### config.mk
export PLATFORM = sky130hd
export DESIGN_NAME = seg_scan_driver
export DESIGN_NICKNAME = d
export VERILOG_FILES = /design/src/rtl/seg_pkg.sv /design/src/rtl/seg_prescaler.sv /design/src/rtl/seg_scan_driver.sv
export SDC_FILE = /design/constraint.sdc
export NUM_CORES = 1
export LEC_CHECK = 0
export CAP_MARGIN = 5
export CORE_ASPECT_RATIO = 0.8
export CORE_UTILIZATION = 50
export CTS_BUF_LIST = sky130_fd_sc_hd__clkbuf_4 sky130_fd_sc_hd__clkbuf_8
export CTS_CLUSTER_SIZE = 40
export DETAILED_ROUTE_END_ITERATION = 10
export PLACE_DENSITY = 0.7
export SETUP_SLACK_MARGIN = 0.4
export SYNTH_ARGS = -nofsm -noshare
export SYNTH_HDL_FRONTEND = slang
export SYNTH_SLANG_ARGS = --single-unit
### constraint.sdc
create_clock -name clk -period 4.49 [get_ports clk]
set_clock_uncertainty 0.15 [all_clocks]
set_input_delay 0.898 -clock clk [delete_from_list [all_inputs] [get_ports clk]]
set_output_delay 0.898 -clock clk [all_outputs]
set_load 0.02 [all_outputs]
### src/rtl/seg_pkg.sv
// rtl/seg_pkg.sv - shared types, constants and anode helper for the segment scan driver
package seg_pkg;

    localparam int NUM_DIGITS = 4;

    typedef logic [3:0] bcd_t;

    localparam logic [3:0] AN_OFF = 4'b1111;

    function automatic logic [3:0] an_onehot_low(input logic [1:0] idx);
        return ~(4'b0001 << idx);
    endfunction

endpackage

### src/rtl/seg_prescaler.sv
// rtl/seg_prescaler.sv - free-running divider producing a one-cycle tick every REFRESH_DIV clocks
module seg_prescaler #(
    parameter int REFRESH_DIV = 100000
) (
    input  logic clk,
    input  logic rst,
    input  logic en,
    output logic tick
);

    localparam int DIV_W = (REFRESH_DIV > 1) ? $clog2(REFRESH_DIV) : 1;
    localparam logic [DIV_W-1:0] LAST = DIV_W'(REFRESH_DIV - 1);

    logic [DIV_W-1:0] div_cnt_q;
    logic [DIV_W-1:0] div_cnt_d;

    // Disabled counter sits at zero so a re-enable starts a full slot.
    always_comb begin
        div_cnt_d = div_cnt_q;
        if (!en) begin
            div_cnt_d = '0;
        end else if (div_cnt_q == LAST) begin
            div_cnt_d = '0;
        end else begin
            div_cnt_d = div_cnt_q + 1'b1;
        end
    end

    always_ff @(posedge clk or posedge rst) begin
        if (rst) begin
            div_cnt_q <= '0;
        end else begin
            div_cnt_q <= div_cnt_d;
        end
    end

    assign tick = en && (div_cnt_q == LAST);

endmodule

### src/rtl/seg_scan_driver.sv
// rtl/seg_scan_driver.sv - 4-digit BCD scan multiplexer with shadowed updates and digit blanking
module seg_scan_driver
    import seg_pkg::*;
#(
    parameter int REFRESH_DIV = 100000
) (
    input  logic        clk,
    input  logic        rst,
    input  logic        en,
    input  logic        load,
    input  logic [15:0] bcd_in,
    input  logic        blank_lz,
    output logic [3:0]  bcd_out,
    output logic [3:0]  an,
    output logic [1:0]  digit_sel,
    output logic        upd_pending,
    output logic        err
);

    logic        tick;
    logic        boundary;
    logic [1:0]  idx_q, idx_d;
    logic [15:0] disp_q, disp_d;
    logic [15:0] pend_q, pend_d;
    logic        upd_q, upd_d;
    logic        started_q, started_d;

    logic [NUM_DIGITS-1:0] invalid;
    logic [NUM_DIGITS-1:0] lz;
    logic [NUM_DIGITS-1:0] blank;
    bcd_t                  cur_nib;

    bcd_t        bcd_out_q;
    logic [3:0]  an_q;
    logic [1:0]  digit_sel_q;
    logic        err_q;

    seg_prescaler #(
        .REFRESH_DIV (REFRESH_DIV)
    ) u_prescaler (
        .clk  (clk),
        .rst  (rst),
        .en   (en),
        .tick (tick)
    );

    assign boundary = tick && (idx_q == 2'd3);

    always_comb begin
        idx_d     = en ? (tick ? idx_q + 2'd1 : idx_q) : 2'd0;
        started_d = started_q | tick;
        disp_d    = disp_q;
        pend_d    = pend_q;
        upd_d     = upd_q;
        // Nothing is being scanned yet, or we sit on the frame edge: no tearing risk.
        if (load && (!en || !started_q || boundary)) begin
            disp_d = bcd_in;
            upd_d  = 1'b0;
        end else if (load) begin
            pend_d = bcd_in;
            upd_d  = 1'b1;
        end else if (boundary && upd_q) begin
            disp_d = pend_q;
            upd_d  = 1'b0;
        end
    end

    always_comb begin
        invalid = '0;
        lz      = '0;
        for (int i = 0; i < NUM_DIGITS; i++) begin
            invalid[i] = disp_q[4*i +: 4] > 4'd9;
            lz[i]      = (i != 0) && blank_lz && ((disp_q >> (4*i)) == 16'h0000);
        end
        blank   = invalid | lz | {NUM_DIGITS{~en}};
        cur_nib = disp_q[{idx_q, 2'b00} +: 4];
    end

    always_ff @(posedge clk or posedge rst) begin
        if (rst) begin
            idx_q     <= 2'd0;
            disp_q    <= 16'h0000;
            pend_q    <= 16'h0000;
            upd_q     <= 1'b0;
            started_q <= 1'b0;
        end else begin
            idx_q     <= idx_d;
            disp_q    <= disp_d;
            pend_q    <= pend_d;
            upd_q     <= upd_d;
            started_q <= started_d;
        end
    end

    always_ff @(posedge clk or posedge rst) begin
        if (rst) begin
            bcd_out_q   <= 4'h0;
            an_q        <= AN_OFF;
            digit_sel_q <= 2'd0;
            err_q       <= 1'b0;
        end else begin
            digit_sel_q <= idx_q;
            bcd_out_q   <= blank[idx_q] ? 4'h0 : cur_nib;
            an_q        <= blank[idx_q] ? AN_OFF : an_onehot_low(idx_q);
            err_q       <= |invalid;
        end
    end

    assign bcd_out     = bcd_out_q;
    assign an          = an_q;
    assign digit_sel   = digit_sel_q;
    assign upd_pending = upd_q;
    assign err         = err_q;

endmodule

==> metrics.txt <==
Seq pwr share=0.529; 1st-iter DRT viols=116; cell count after synthesis=232; final critical path time including I/O delays and setup=2.70 ns; PortBufs=32; largest net degree at the start of global routing=50; Finished Cell Area=0.00358 sq mm; CP max stage delay=0.73 ns; clk buf depth=2; area post-placement=0.00341 sq mm; Worst-Margin Slew=1.00 ns; antenna violations before repair=0; Inserted Clock Buffers=9; # clock sinks=64; ANT cells=0; Setup TNS=0 ns; Main synth FF type=dfrtp_1; io pins=33; crit path max fanout=16; Post-CTS Setup Bufs=0; Placer Congestion=0.818; floorplan die height=71.6 microns; Int Power=0.888 mW; post_cts resized=0; Area growth, synth to finish=18.4%; Overflow after GRT=0; clock latency on the worst-skew pair=0.34 ns; Pleak=1.59 nW; vias in the first global route=1911; Worst slew margin=0.332; CP Cell Sequence=clkdlybuf4s50_1 > and4_4 > mux2_1 > mux2_2; hold_buf cts=0; Power per Cell Area=326 mW/mm^2; CP required=4.57 ns; DRC=0; first-pass GRT wire length=9480 microns; Routed Antenna Nets=0; commonest non-fill, non-tap cell in the layout=dfrtp_1; vias=1811; Seq cells post-synth=64; Min-Delay Path Class=reg2reg; final WL=5460 microns; Finished Layout Cells=353; GR Util All Layers=0.207; Worst path slowest cell=clkdlybuf4s50_1; RSZ-0062 raised after global routing=no; register area share after synthesis=0.531; Switching Fraction=0.240; clock-pin slew on the worst setup and hold paths=0.06 ns; Slew Limit Fails=0; Worst Path Arrival=2.78 ns; die footprint=0.00637 sq mm; Sw Pwr=0.280 mW; EDFF count, synth=0; starting density of the core=0.536; outcome=complete, no violations; Synth cell types=43; pre-CTS WS=1.41 ns; mapped cell area=0.00303 sq mm; Cells after DPL=337; Worst Setup Path Type=in2reg; DR vias/cell=5.13; CP endpoint kind=flop; clock power share=0.375; fraction of layout cells with a size suffix above 1=0.215; hold_ws=0.314 ns; total of max-cap violations=0; Logic pwr share=0.096; final setup fails=0; synth warn=0; dpl hpwl=3770 microns; Mapped Nets=258; worst vdd ir=0.273 mV; Post-synth ARST share=1.00; startpoint types=input port; Final nets=296; commonest non-fill, non-tap cells in the layout=60 x dfrtp_1, 32 x clkdlybuf4s50_1, 22 x mux2_1; Worst Slack Setup Final=1.79 ns; filler cell count in the final layout=449; num rows=24; Syn Area/Cell=13.0 sq um; CTS tree=built; CTS H-tree depth=3; f_max=371 MHz; Die Wd=89.0 microns; 1st-pass router iterations=4; fraction of the cycle the final worst path needs=0.600; core area=0.00565 sq mm; root buffer cell=clkbuf_8; Hold Vio Cnt, Final=0; post-DR wirelength/cell=15.5 microns
## per-stage QoR
stage,power (mW),utilization
2_1_floorplan,0.692,-
3_3_place_gp,0.739,0.604
3_5_place_dp,0.741,0.604
4_1_cts,1.19,0.635
5_1_grt,1.22,0.635
6_report,1.17,0.635
## cells in the mapped netlist, types with 2 or more instances
| library cell | number | area share |
|---|---|---|
| nand4_1 | 3 | 0.0062 |
| nand3_1 | 6 | 0.0099 |
| mux2_4 | 10 | 0.050 |
| mux4_2 | 4 | 0.030 |
| nand2_1 | 15 | 0.019 |
| and3_1 | 2 | 0.0041 |
| clkbuf_1 | 3 | 0.0037 |
| buf_6 | 3 | 0.011 |
| xor2_1 | 9 | 0.026 |
| nor4_1 | 3 | 0.0062 |
| nor2_1 | 18 | 0.022 |
| nor3_1 | 3 | 0.0050 |
| and2_1 | 7 | 0.014 |
| nor4bb_1 | 2 | 0.0066 |
| inv_1 | 4 | 0.0050 |
| mux2_1 | 22 | 0.082 |
| dfstp_2 | 4 | 0.035 |
| dfrtp_1 | 60 | 0.50 |
| nand2b_1 | 2 | 0.0041 |
| xnor2_1 | 7 | 0.020 |
| o21ai_0 | 3 | 0.0050 |
| mux2_2 | 16 | 0.060 |
| ha_1 | 5 | 0.021 |
| and4_4 | 2 | 0.0074 |
## registers in the layout, indices dropped and copies added, names as in the netlist
| register | count |
|---|---|
| upd_pending | 1 |
| disp_q | 16 |
| digit_sel | 2 |
| an | 4 |
| err | 1 |
| bcd_out | 4 |
| started_q | 1 |
| pend_q | 16 |
| u_prescaler.div_cnt_q | 17 |
| idx_q | 2 |
## kinds of logic after synthesis
group | synth area share
simple gates | 0.120
flops | 0.531
mux | 0.224
xor+xnor | 0.0463
buf+inv | 0.0252
compound gates | 0.0323
fa+ha+maj | 0.0207
## area by class of cell
type | count | area (sq um) | area share
sequential | 64 | 1610 | 0.448
tap | 78 | 97.6 | 0.0272
multi-input combinational | 155 | 1340 | 0.375
clock inverter | 4 | 22.5 | 0.00628
timing repair buffer | 35 | 343 | 0.0957
inverter | 5 | 18.8 | 0.00524
clock buffer | 12 | 153 | 0.0426
## power by group through the flow
stage                     registers [mW]  clock network [mW]  logic, mW
after floorplan                    0.627                   0     0.0649
after global placement             0.627                   0      0.112
after detailed placement           0.628                   0      0.113
after CTS                          0.617               0.455      0.114
after global routing               0.621               0.473      0.124
final                              0.618               0.439      0.112
## worst paths after layout
| path | from | to | slack [ns] | depth (start not counted) |
|---|---|---|---|---|
| worst max-delay path | en | disp_q[3] | 1.79 | 4 |
| worst min-delay path | u_prescaler.div_cnt_q[0] | u_prescaler.div_cnt_q[0] | 0.31 | 1 |
| worst max register to register | u_prescaler.div_cnt_q[0] | disp_q[5] | 1.82 | 6 |
| worst min register to register | u_prescaler.div_cnt_q[0] | u_prescaler.div_cnt_q[0] | 0.31 | 1 |
| max in group asynchronous | rst | an[0] | 2.45 | 3 |
| min in group asynchronous | rst | u_prescaler.div_cnt_q[13] | 0.96 | 2 |
## worst max-delay path, delay by kind of cell
family | cells | cell delay, ns
buffers and inverters | 1 | 0.73
muxes | 2 | 0.62
and+or+nand+nor | 1 | 0.53
## layer usage
| metal | global-route usage | up-vias | wire, microns |
|---|---|---|---|
| met4 | 0.0776 | 0 | 78 |
| met3 | 0.0726 | 7 | 234 |
| met2 | 0.287 | 31 | 2340 |
| li1 | - | 892 | - |
| met5 | 0 | - | 0 |
| met1 | 0.300 | 881 | 2820 |
No activity file was read; power rests on OpenSTA's default activity.
==> RTL change 1 (same flow settings) <==
Register the output `bcd_out` once more, cleared by the reset; this adds one clock of latency there. The other outputs are not delayed to match.
--- a/src/rtl/seg_scan_driver.sv
+++ b/src/rtl/seg_scan_driver.sv
@@ -108,3 +108,9 @@
 
-    assign bcd_out     = bcd_out_q;
+    always_ff @(posedge clk or posedge rst) begin
+        if (rst) begin
+            bcd_out <= '0;
+        end else begin
+            bcd_out <= bcd_out_q;
+        end
+    end
     assign an          = an_q;
Function: changed (Yosys sat finds a counterexample within 4 cycles, from zero or initial values and one cycle with rst high).
==> RTL change 1 against the original RTL <==
  * Worst setup slack got worse by 0.17 ns
  * Synthesized area rose by 3.3%
  * Synthesized cell count rose by 1.7%
  * Maximum frequency fell by 6.0%
  * Sequential cell count rose by 4
  * Cell area rose by 3.5%
  * Utilization fell by 1.4 points
  * Global-route usage fell by 2.7 points
  * Cell count rose by 1.4%
  * Power rose by 9.6%
  * Routed wire length fell by 1.8%
  * Worst hold slack got worse by 0.11 ns
  * Highest routed layer unchanged
==> RTL change 1: results (changes against the original RTL) <==
outcome complete, no violations (unchanged); Post-CTS Resized 0 (unchanged); hold path depth 0 (was 1); Port Buffers 32 (unchanged); DR vias/cell 5.23 (was 5.13); crit path DAT 2.93 ns (was 2.78 ns); Crit Path Max Fanout 16 (unchanged); first-pass GRT wire length 8820 um (was 9480 um); Main synth FF type dfrtp_1 (unchanged); Place WS 1.25 ns (was 1.41 ns); GRT Resource Usage Total 18.0% (was 20.7%); dpl hpwl 3770 um (about the same); Inst Count DP 342 (was 337); worst r2r src u_prescaler.div_cnt_q[12] (was u_prescaler.div_cnt_q[0]); Largest regs u_prescaler.div_cnt_q x17, disp_q x16, pend_q x16 (unchanged); Synth top cells by count dfrtp_1 (64), mux2_1 (22), nor2_1 (18) (was dfrtp_1 (60), mux2_1 (22), nor2_1 (18)); hold slack 0.199 ns (was 0.314 ns); Pleak 1.63 nW (was 1.59 nW); synth unique cells 43 (unchanged); Net count, final 298 (was 296); Peak VDD IR 0.204 mV (was 0.273 mV); worst reg2reg setup slack 1.72 ns (was 1.82 ns); hold endpoint bcd_out[0] (was u_prescaler.div_cnt_q[0]); Worst path slowest cell clkdlybuf4s50_1 (unchanged); synthesized instance count 236 (was 232); fraction of registers with async set/reset 100% (unchanged); syn_nets 262 (was 258); FF-to-FF path depth 5 (was 6); clk_lat worst skew 0.34 ns (about the same); vias in the first global route 1692 (was 1911); min-delay worst type register to register (unchanged); 1st-iter DRT viols 103 (was 116); hold path start bcd_out_q[0] (was u_prescaler.div_cnt_q[0]); Clock Tree Buf Depth 2 (unchanged); fraction of layout cells with a size suffix above 1 20.6% (was 21.5%); diodes inserted 0 (unchanged); fill count 490 (was 449); number of vias in the routed layout 1874 (was 1811); placed cell area 3500 um2 (was 3410 um2); Max stage delay on crit path 0.72 ns; CTS H-Tree Depth 3 (unchanged); Num CTS Buffers 9 (unchanged); GPL Wtd Cong 0.777 (was 0.818); WL/cell 15.0 um (was 15.5 um); largest net degree at the start of global routing 52 (was 50); Post-synth EDFFs 0 (unchanged); Crit Reg-Reg Endpoint disp_q[2] (was disp_q[5]); Seq/Total Area, Yosys 54.6% (was 53.1%); relative slew slack 31.8% (was 33.2%); top cells by area, synth dfrtp_1 (51%), mux2_1 (7.9%), mux2_2 (5.8%), mux2_4 (4.8%), dfstp_2 (3.4%) (was dfrtp_1 (50%), mux2_1 (8.2%), mux2_2 (6.0%), mux2_4 (5.0%), dfstp_2 (3.5%))
==> RTL change 1: worst max-delay path by stage <==
stage                              startpoint    endpoint  slack [ns]
global placement                           en   pend_q[7]        1.30
floorplan                                 rst  bcd_out[0]        1.74
detailed placement                         en   pend_q[7]        1.25
finish                                     en   pend_q[7]        1.62
global route        u_prescaler.div_cnt_q[12]   disp_q[2]        1.49
CTS                                        en   pend_q[7]        1.61
==> RTL change 1: cells by family after synthesis <==
| kind of cell | Yosys count | synth area share (%) |
|---|---|---|
| AND/OR/NAND/NOR | 69 | 11.6 |
| buffers and inverters | 13 | 2.44 |
| XOR/XNOR | 16 | 4.48 |
| flip-flops | 68 | 54.6 |
| multiplexers | 53 | 21.7 |
| AO/OA/AOI/OAI | 12 | 3.12 |
| adder cells (fa/ha/maj) | 5 | 2.00 |
==> RTL change 1: final cells by class <==
class	count	area [um2]	share of cell area, %
Clock buffer	11	151	4.08
Clock inverter	5	60.1	1.62
Inverter	5	18.8	0.506
Multi-Input combinational cell	155	1340	36.2
Sequential cell	68	1710	46.0
Tap cell	81	101	2.73
Timing Repair Buffer	33	328	8.84
==> RTL change 1: critical path, delay by kind of cell <==
family	cells	cell delay (ns)
buffers and inverters	1	0.72
AO/OA/AOI/OAI	1	0.72
multiplexers	1	0.40
AND/OR/NAND/NOR	1	0.18
==> RTL change 1: power breakdown <==
part           switching, mW  internal [mW]
registers             0.0198          0.638
clock network          0.225          0.286
logic                 0.0478         0.0641
total                  0.292          0.988
==> RTL change 1: layer usage <==
metal,GRT usage [%],vias up,share of wire (%)
met5,0,-,0
met4,5.91,0,1.2
met3,6.35,5,4.8
met2,23.8,44,41
met1,27.4,922,53
li1,-,903,-
==> RTL change 2 (same settings) <==
Made on the original files. `REFRESH_DIV` is set to 100000 in 2 places; all go to 25000.
--- a/src/rtl/seg_prescaler.sv
+++ b/src/rtl/seg_prescaler.sv
@@ -2,3 +2,3 @@
 module seg_prescaler #(
-    parameter int REFRESH_DIV = 100000
+    parameter int REFRESH_DIV = 25000
 ) (
--- a/src/rtl/seg_scan_driver.sv
+++ b/src/rtl/seg_scan_driver.sv
@@ -4,3 +4,3 @@
 #(
-    parameter int REFRESH_DIV = 100000
+    parameter int REFRESH_DIV = 25000
 ) (
Check against the original RTL: no difference found for any inputs over 10 cycles, from zero or initial values and one cycle with rst high; that may be too few to reach the edited logic, so the function may still have changed.
==> RTL change 2 against the original RTL <==
  * Synthesized cell count increased by 1.7%
  * Synthesized area barely moved
  * Count of clock-buffer cells in the layout up 1
  * Routed wire length rose by 5.0%
  * First-iteration DRC count down 2.6%
  * Power grew 12%
  * Cell area grew 0.94%
  * Sequential cell count is 2 lower
  * Critical path depth fell by 1
  * Worst setup slack lost 0.053 ns
  * Largest cell class unchanged
==> RTL change 2: results (changes against the original RTL) <==
1st-iter DRT viols 113 (was 116); DR vias/cell 5.80 (was 5.13); Net count, final 295 (was 296); CP delay by family, top buffers and inverters (unchanged); Largest regs disp_q x16, pend_q x16, u_prescaler.div_cnt_q x15 (was u_prescaler.div_cnt_q x17, disp_q x16, pend_q x16); Crit Path Max Fanout 16 (unchanged); hold endpoint u_prescaler.div_cnt_q[0] (unchanged); hold slack 0.325 ns (was 0.314 ns); Slew @ Worst Pin 0.868 ns (was 1.00 ns); largest net degree at the start of global routing 35 (was 50); FF-to-FF path depth 4 (was 6); mean area per synthesized cell 12.8 um2 (was 13.0 um2); diodes inserted 0 (unchanged); Port Buffers 32 (unchanged); first-pass GRT wire length 10100 um (was 9480 um); Seq/Total Area, Yosys 51.5% (was 53.1%); WL/cell 16.3 um (was 15.5 um); GPL Wtd Cong 0.869 (was 0.818); min-delay worst type register to register (unchanged); GRT Resource Usage Total 21.7% (was 20.7%); hold path depth 1 (unchanged); fraction of layout cells with a size suffix above 1 23.4% (was 21.5%); Place WS 1.39 ns (was 1.41 ns); outcome complete, no violations (unchanged); Post-CTS Hold Buffers 0 (unchanged); Synth top cells by count dfrtp_1 (58), o21bai_1 (16), o221a_2 (16) (was dfrtp_1 (60), mux2_1 (22), nor2_1 (18)); syn_nets 262 (was 258); vias in the first global route 2033 (was 1911); worst r2r src u_prescaler.div_cnt_q[10] (was u_prescaler.div_cnt_q[0]); setup repair bufs after CTS 0 (unchanged); synth unique cells 46 (was 43); detailed-route wire length 5740 um (was 5460 um); FMAX 364 MHz (was 371 MHz); crit path DAT 2.83 ns (was 2.78 ns); Inst Count DP 336 (was 337); Reg clk slew, reported paths 0.06 ns (about the same); Num CTS Buffers 9 (unchanged); fraction of registers with async set/reset 100% (unchanged); Peak VDD IR 0.189 mV (was 0.273 mV); placed cell area 3360 um2 (was 3410 um2); top cells by area, synth dfrtp_1 (48%), o221a_2 (6.0%), mux2_4 (5.0%), o21bai_1 (4.0%), dfstp_2 (3.5%) (was dfrtp_1 (50%), mux2_1 (8.2%), mux2_2 (6.0%), mux2_4 (5.0%), dfstp_2 (3.5%)); Crit Reg-Reg Endpoint pend_q[15] (was disp_q[5]); fill count 467 (was 449); Pleak 1.57 nW (was 1.59 nW); dpl hpwl 3960 um (was 3770 um)
## RTL change 2: cell count changes in the layout (fill, tap and decap cells not counted), moves of 7 or more
cell and change:
mux2_2 -10, nand2_1 -7, mux2_1 -22, o221a_2 +16
nand4_1 +9, o21bai_1 +16
## RTL change 2: where the power goes
part           leakage [nW]  switching [mW]  internal (mW)
Clock                 0.131           0.208          0.412
Combinational         0.641          0.0436         0.0527
Sequential            0.798          0.0165          0.579
## RTL change 2: cell type report
class,count,area (um2),share of cell area (%)
clock buffer,13,166,4.60
clock inverter,3,90.1,2.49
inverter,5,18.8,0.519
multi-input combinational,157,1350,37.4
sequential,62,1560,43.0
tap,78,97.6,2.70
timing repair buffer,34,335,9.27
## RTL change 2: logic make-up (layout without fill, tap and decap cells)
logic type               count (synthesis)  in the layout  synth area share (%)
AO/OA/AOI/OAI                           46             46                  13.3
XOR/XNOR                                14             14                  4.05
adder cells (fa/ha/maj)                  5              5                  2.07
buffers and inverters                   17             55                  3.81
flip-flops                              62             62                  51.5
multiplexers                            20             20                  10.2
AND/OR/NAND/NOR                         72             72                  15.1
## RTL change 2: how the worst max path moves through the flow
stage	start	end	cells past startpoint
floorplan	rst	bcd_out[0]	1
global placement	en	pend_q[10]	4
detailed placement	en	pend_q[14]	4
CTS	en	pend_q[15]	4
global route	en	pend_q[14]	4
finish	en	disp_q[8]	3
## RTL change 2: per-layer routing
metal  wire [um]  part of all wire, %  GRT usage (%)
met2        2480                   43           28.8
met1        2850                   50           31.8
met5           0                    0              0
met4          61                  1.1           10.8
met3         345                  6.0           7.26
## RTL change 2: worst reg2reg max path, stage by stage, from the launching register on
cell,delay (ns)
dfrtp_1,0.45
nor4b_2,0.40
and4_1,0.41
a21o_1,0.74
mux2_2,0.42
